--- src/rtl/rx_link_sync_ctrl.sv ---
// rx_link_sync_ctrl: 8b/10b comma alignment (hunt/verify/locked), packet framing check and FIFO write gating.
module rx_link_sync_ctrl #(
  parameter int         PKT_SYMS    = 8,
  parameter logic [7:0] COMMA_BYTE  = 8'hBC,
  parameter int         LOCK_COMMAS = 3,
  parameter int         LOSS_ERRS   = 4,
  parameter int         GOOD_RUN    = 16
) (
  input  logic        clk,
  input  logic        rst,
  input  logic        sym_valid,
  input  logic [7:0]  sym_data,
  input  logic        sym_k,
  input  logic        code_err,
  input  logic        disp_err,
  output logic        realign_en,
  output logic        link_up,
  input  logic        fifo_full,
  output logic        fifo_wen,
  output logic [7:0]  fifo_din,
  output logic [15:0] drop_cnt,
  output logic [2:0]  err_cnt
);
  localparam int SW = $clog2(PKT_SYMS);
  localparam int CW = $clog2(LOCK_COMMAS + 1);
  localparam int GW = $clog2(GOOD_RUN + 1);
  typedef enum logic [1:0] {HUNT, VERIFY, LOCKED} state_t;
  state_t        state_q, state_d;
  logic [SW-1:0] slot_q, slot_d;
  logic [CW-1:0] ccnt_q, ccnt_d;
  logic [GW-1:0] run_q, run_d;
  logic [2:0]    err_q, err_d;
  logic [15:0]   drop_q, drop_d;
  logic [7:0]    din_q, din_d;
  logic          wen_q, wen_d;
  logic          comma, sym_err, slot0, bad;
  assign comma   = sym_k && sym_data == COMMA_BYTE;
  assign sym_err = code_err || disp_err;
  assign slot0   = slot_q == '0;
  // a comma belongs exactly at slot 0, and any other K-character is illegal
  assign bad     = sym_err || (comma != slot0) || (sym_k && !comma);
  always_comb begin
    state_d = state_q;
    slot_d  = slot_q;
    ccnt_d  = ccnt_q;
    run_d   = run_q;
    err_d   = err_q;
    drop_d  = drop_q;
    din_d   = din_q;
    wen_d   = 1'b0;
    if (sym_valid) begin
      slot_d = slot_q + 1'b1;
      case (state_q)
        HUNT: if (comma && !sym_err) begin
          slot_d  = SW'(1);
          ccnt_d  = CW'(1);
          err_d   = '0;
          run_d   = '0;
          state_d = (LOCK_COMMAS == 1) ? LOCKED : VERIFY;
        end
        VERIFY: if (bad) begin
          state_d = HUNT;
          ccnt_d  = '0;
        end else if (comma) begin
          ccnt_d  = ccnt_q + 1'b1;
          state_d = (ccnt_d == CW'(LOCK_COMMAS)) ? LOCKED : VERIFY;
          err_d   = '0;
          run_d   = '0;
        end
        LOCKED: if (bad) begin
          run_d = '0;
          err_d = err_q + 1'b1;
          if (err_d == 3'(LOSS_ERRS)) begin
            state_d = HUNT;
            err_d   = '0;
            ccnt_d  = '0;
          end
        end else begin
          run_d = (run_q == GW'(GOOD_RUN)) ? run_q : run_q + 1'b1;
          if (run_d == GW'(GOOD_RUN) && err_q != '0) begin
            err_d = err_q - 1'b1;
            run_d = '0;
          end
          if (!comma) begin
            wen_d  = !fifo_full;
            din_d  = fifo_full ? din_q : sym_data;
            drop_d = (fifo_full && !(&drop_q)) ? drop_q + 1'b1 : drop_q;
          end
        end
        default: state_d = HUNT;
      endcase
    end
  end
  always_ff @(posedge clk) begin
    if (rst) begin
      state_q <= HUNT;
      slot_q  <= '0;
      ccnt_q  <= '0;
      run_q   <= '0;
      err_q   <= '0;
      drop_q  <= '0;
      din_q   <= '0;
      wen_q   <= 1'b0;
    end else begin
      state_q <= state_d;
      slot_q  <= slot_d;
      ccnt_q  <= ccnt_d;
      run_q   <= run_d;
      err_q   <= err_d;
      drop_q  <= drop_d;
      din_q   <= din_d;
      wen_q   <= wen_d;
    end
  end
  assign realign_en = state_q == HUNT;
  assign link_up    = state_q == LOCKED;
  assign fifo_wen   = wen_q;
  assign fifo_din   = din_q;
  assign drop_cnt   = drop_q;
  assign err_cnt    = err_q;
endmodule

--- config.mk ---
export PLATFORM = sky130hd
export DESIGN_NAME = rx_link_sync_ctrl
export DESIGN_NICKNAME = d
export VERILOG_FILES = /design/src/rtl/rx_link_sync_ctrl.sv
export SDC_FILE = /design/constraint.sdc
export NUM_CORES = 1
export LEC_CHECK = 0
export BUFFER_PORTS_ARGS = -buffer_cell sky130_fd_sc_hd__buf_2
export CAP_MARGIN = 0
export CORE_AREA = 5 5 85 87
export CTS_BUF_LIST = sky130_fd_sc_hd__clkbuf_16
export CTS_CLUSTER_DIAMETER = 50
export DETAILED_ROUTE_END_ITERATION = 7
export DIE_AREA = 0 0 90 92
export PLACE_DENSITY = 0.58
export SLEW_MARGIN = 20
export SYNTH_ARGS = -nofsm -noshare
export SYNTH_HDL_FRONTEND = slang
export SYNTH_SLANG_ARGS = --single-unit
--- constraint.sdc ---
create_clock -name clk -period 1.93 [get_ports clk]
set_input_delay 0.2895 -clock clk [delete_from_list [all_inputs] [get_ports clk]]
set_output_delay 0.2895 -clock clk [all_outputs]
set_load 0.05 [all_outputs]
==> impl_metrics.csv <==
group,metric,value,unit
status,status,"complete, no violations",
finish,final-instance-count-excl-fill,402,
synth,syn_nets,280,
finish,nets,354,
pwr,vdd_drop_max,428,uV
grt,grt-ovfl-total,0,
critical_path,start_kind,"input pin",
routing,wl_per_cell,12.8,um
grt,grt_max_degree,15,
synth,synthCells,250,
synth,ys_seq_elements,40,
clock_network,cts_tree,"done",
critical_path,crit_fanout,4,
worst_hold_path,worstHoldStart,"fifo_full",
sta,hold_ws,0.215,ns
pwr,totalPowerFinal,1.88,mW
floorplan,rows,29,
synth,synth_edf_count,0,
sta,postLayoutSetupSlackWorst,0.0544,ns
pwr,leakagePower,1.21,nW
sta,finalHoldViolCount,0,
floorplan,die_h,92,um
sta,fin_crit_sh,97.2,%
synth,synth_top_area_share,37.2,%
placement,dp_cells,387,
finish,synthToLayoutAreaGrowth,37.9,%
finish,finish.instance_area,2970,um2
routing,drt_first_pass_iters,4,
critical_path,worst_ep_required_time,2.16,ns
grt,busiest_layer,"met2",
pwr,p_per_area,634,nW/um2
synth,synth_area,2150,um2
grt,grt_pass1_vias,1992,
critical_path,arrival,2.10,ns
finish,antenna_cells,0,
routing,vias,2010,
finish,utilization,47.3,%
sta,fin_crit,1.88,ns
sta,rsz0062_at_grt,"true",
grt,grt_pass1_wl,8910,um
synth,ys_async_sr_fraction,0,%
routing,vias_per_cell,5.00,
critical_path,critPathCaptureType,"flip-flop",
routing,drt_wl_total,5160,um
worst_hold_path,hold_class,"in2reg",
synth,synth.distinct_cells,46,
grt,grt_util_met2,19.9,%
sta,max_freq,533,MHz
finish,num-fill-cells,620,
clock_network,cts_buffers,5,
clock_network,cts_max_level,2,
grt,antenna_found_initial,0,
floorplan,io_pins,45,
finish,drive_gt1_share,37.8,%
grt,globalRouteMet1Util,16.8,%
placement,hpwl,3780,um
synth,synth_seq_area_share,37.2,%
clock_network,clockRootBuffer,"clkbuf_16",
placement,port_buffers,44,
worst_hold_path,whs_endpoint,"fifo_wen",
synth,synth.area.top_cells,"dfxtp_1, ha_1, mux2i_1",
routing,drc,0,
synth,synth_most_common_cell,"dfxtp_1",
worst_hold_path,whs_path_depth,2,
floorplan,dieArea,8280,um2
sta,skew,0.00398,ns
clock_network,clock_path_buffers,2,
synth,synthFlopType,"dfxtp_1",
floorplan,dieWidth,90,um
routing,ant_nets,0,
critical_path,critPathKind,"in2reg",
routing,first_iter_violations,75,
sta,drv_slew,0,
sta,worstMarginPinSlew,0.335,ns
clock_network,clk_pin_slew_worst_paths,0.06,ns
job,max_cap_violations,0,
critical_path,r2r-end,"drop_cnt[12]",
placement,pre_cts_ws,-0.152,ns
synth,synth_top_cell_by_area,"dfxtp_1",
placement,gp_congestion,0.863,
clock_network,hold_buffers,0,
clock_network,clock-sinks,40,
critical_path,r2r_slack,0.07,ns
grt,grt_use_total,12.5,%
clock_network,clk_latency,0.28,ns
sta,fin_tns_setup,0,ns
floorplan,core-area,6280,um2
placement,dpl_cell_area,2660,um2
floorplan,start_util,34.3,%
sta,setup_violations,0,
synth,ys_warn_count,0,
synth,postSynthAreaPerCell,8.61,um2
synth,synth_commonest_cells,"dfxtp_1, nor2_1, inv_1",
critical_path,rr_startpoint,"state_q[0]",
sta,relSlewSlack,77.4,%
critical_path,reg2reg_depth,7,
grt,use_met3,3.36,%
worst max path at each step:
stage / start / end / slack (ns) / cells after the start
3_5_place_dp: sym_data[0] / run_q[4] / -0.15 / 7
5_1_grt: sym_data[0] / ccnt_q[1] / -0.07 / 7
2_1_floorplan: sym_data[0] / run_q[4] / 0.005 / 6
3_3_place_gp: sym_data[0] / run_q[4] / -0.12 / 7
4_1_cts: run_q[0] / run_q[4] / 0.01 / 9
6_report: sym_data[0] / run_q[4] / 0.05 / 8
flip-flops by register name (all words and copies together), names as in the netlist:
name / cells
ccnt_q: 2
fifo_wen: 1
state_q: 2
slot_q: 3
err_cnt: 3
run_q: 5
drop_cnt: 16
fifo_din: 8
critical path, stage by stage:
cell	delay, ns
buf_6	0.09
or4b_4	0.55
buf_4	0.16
nor3_4	0.19
o21ai_2	0.09
or4_1	0.49
a21oi_2	0.13
a31o_2	0.10
repair_timing:
action,in CTS,in global routing
pin swaps,5,11
resized for setup,9,12
setup endpoints to repair,12,17
setup buffers,4,3
area by class of cell:
cell class / count / area [um2] / area share [%]
multi-input cells: 184 / 1350 / 45.3
flip-flops and latches: 40 / 823 / 27.7
repair buffers: 73 / 457 / 15.4
clock buffers: 5 / 125 / 4.21
well taps: 77 / 96.3 / 3.24
inverters: 20 / 75.1 / 2.53
clock inverters: 3 / 46.3 / 1.56
power by group:
part | total, mW | switching, mW | internal, mW
Combinational | 0.0933 | 0.0504 | 0.0429
Clock | 0.958 | 0.344 | 0.614
Sequential | 0.832 | 0.00231 | 0.829
Total | 1.88 | 0.397 | 1.49
kinds of logic (layout without fill, tap and decap cells):
kind of cell / Yosys count / count (layout) / synth area share (%)
compound gates: 35 / 35 / 10.5
xor+xnor: 15 / 15 / 6.10
fa+ha+maj: 15 / 15 / 8.72
buf+inv: 26 / 101 / 4.53
flops: 40 / 40 / 37.2
mux: 13 / 13 / 6.04
simple gates: 106 / 106 / 27.0
layout by cell type, fill, tap and decap left out, types with 2 or more instances in the layout:
cell | Yosys | final
or3_1 | 4 | 3
nor3_1 | 12 | 10
inv_2 | 0 | 2
a211oi_1 | 2 | 2
ha_2 | 0 | 2
and3_1 | 2 | 2
nand3b_1 | 2 | 2
a21oi_2 | 0 | 2
or4_1 | 2 | 2
nor3_2 | 0 | 2
nand2_1 | 15 | 15
nand4_1 | 8 | 8
a31o_2 | 2 | 2
inv_1 | 19 | 17
ha_1 | 15 | 11
buf_4 | 0 | 28
dfxtp_1 | 40 | 22
a21oi_1 | 13 | 11
nand4b_1 | 2 | 2
xor2_1 | 6 | 6
ha_4 | 0 | 2
mux2i_1 | 13 | 13
nor3b_1 | 2 | 2
clkbuf_16 | 0 | 5
o21ai_0 | 7 | 7
nor2_1 | 31 | 31
nand2b_1 | 5 | 4
xnor2_1 | 9 | 9
dfxtp_2 | 0 | 18
nand3_1 | 9 | 9
buf_2 | 0 | 43
routing by layer:
| layer | vias to the layer above | wire [um] |
|---|---|---|
| met3 | 7 | 274 |
| met5 | - | 0 |
| met2 | 42 | 2280 |
| li1 | 1027 | - |
| met1 | 934 | 2530 |
| met4 | 0 | 65 |
(Power assumes the default switching activity.)
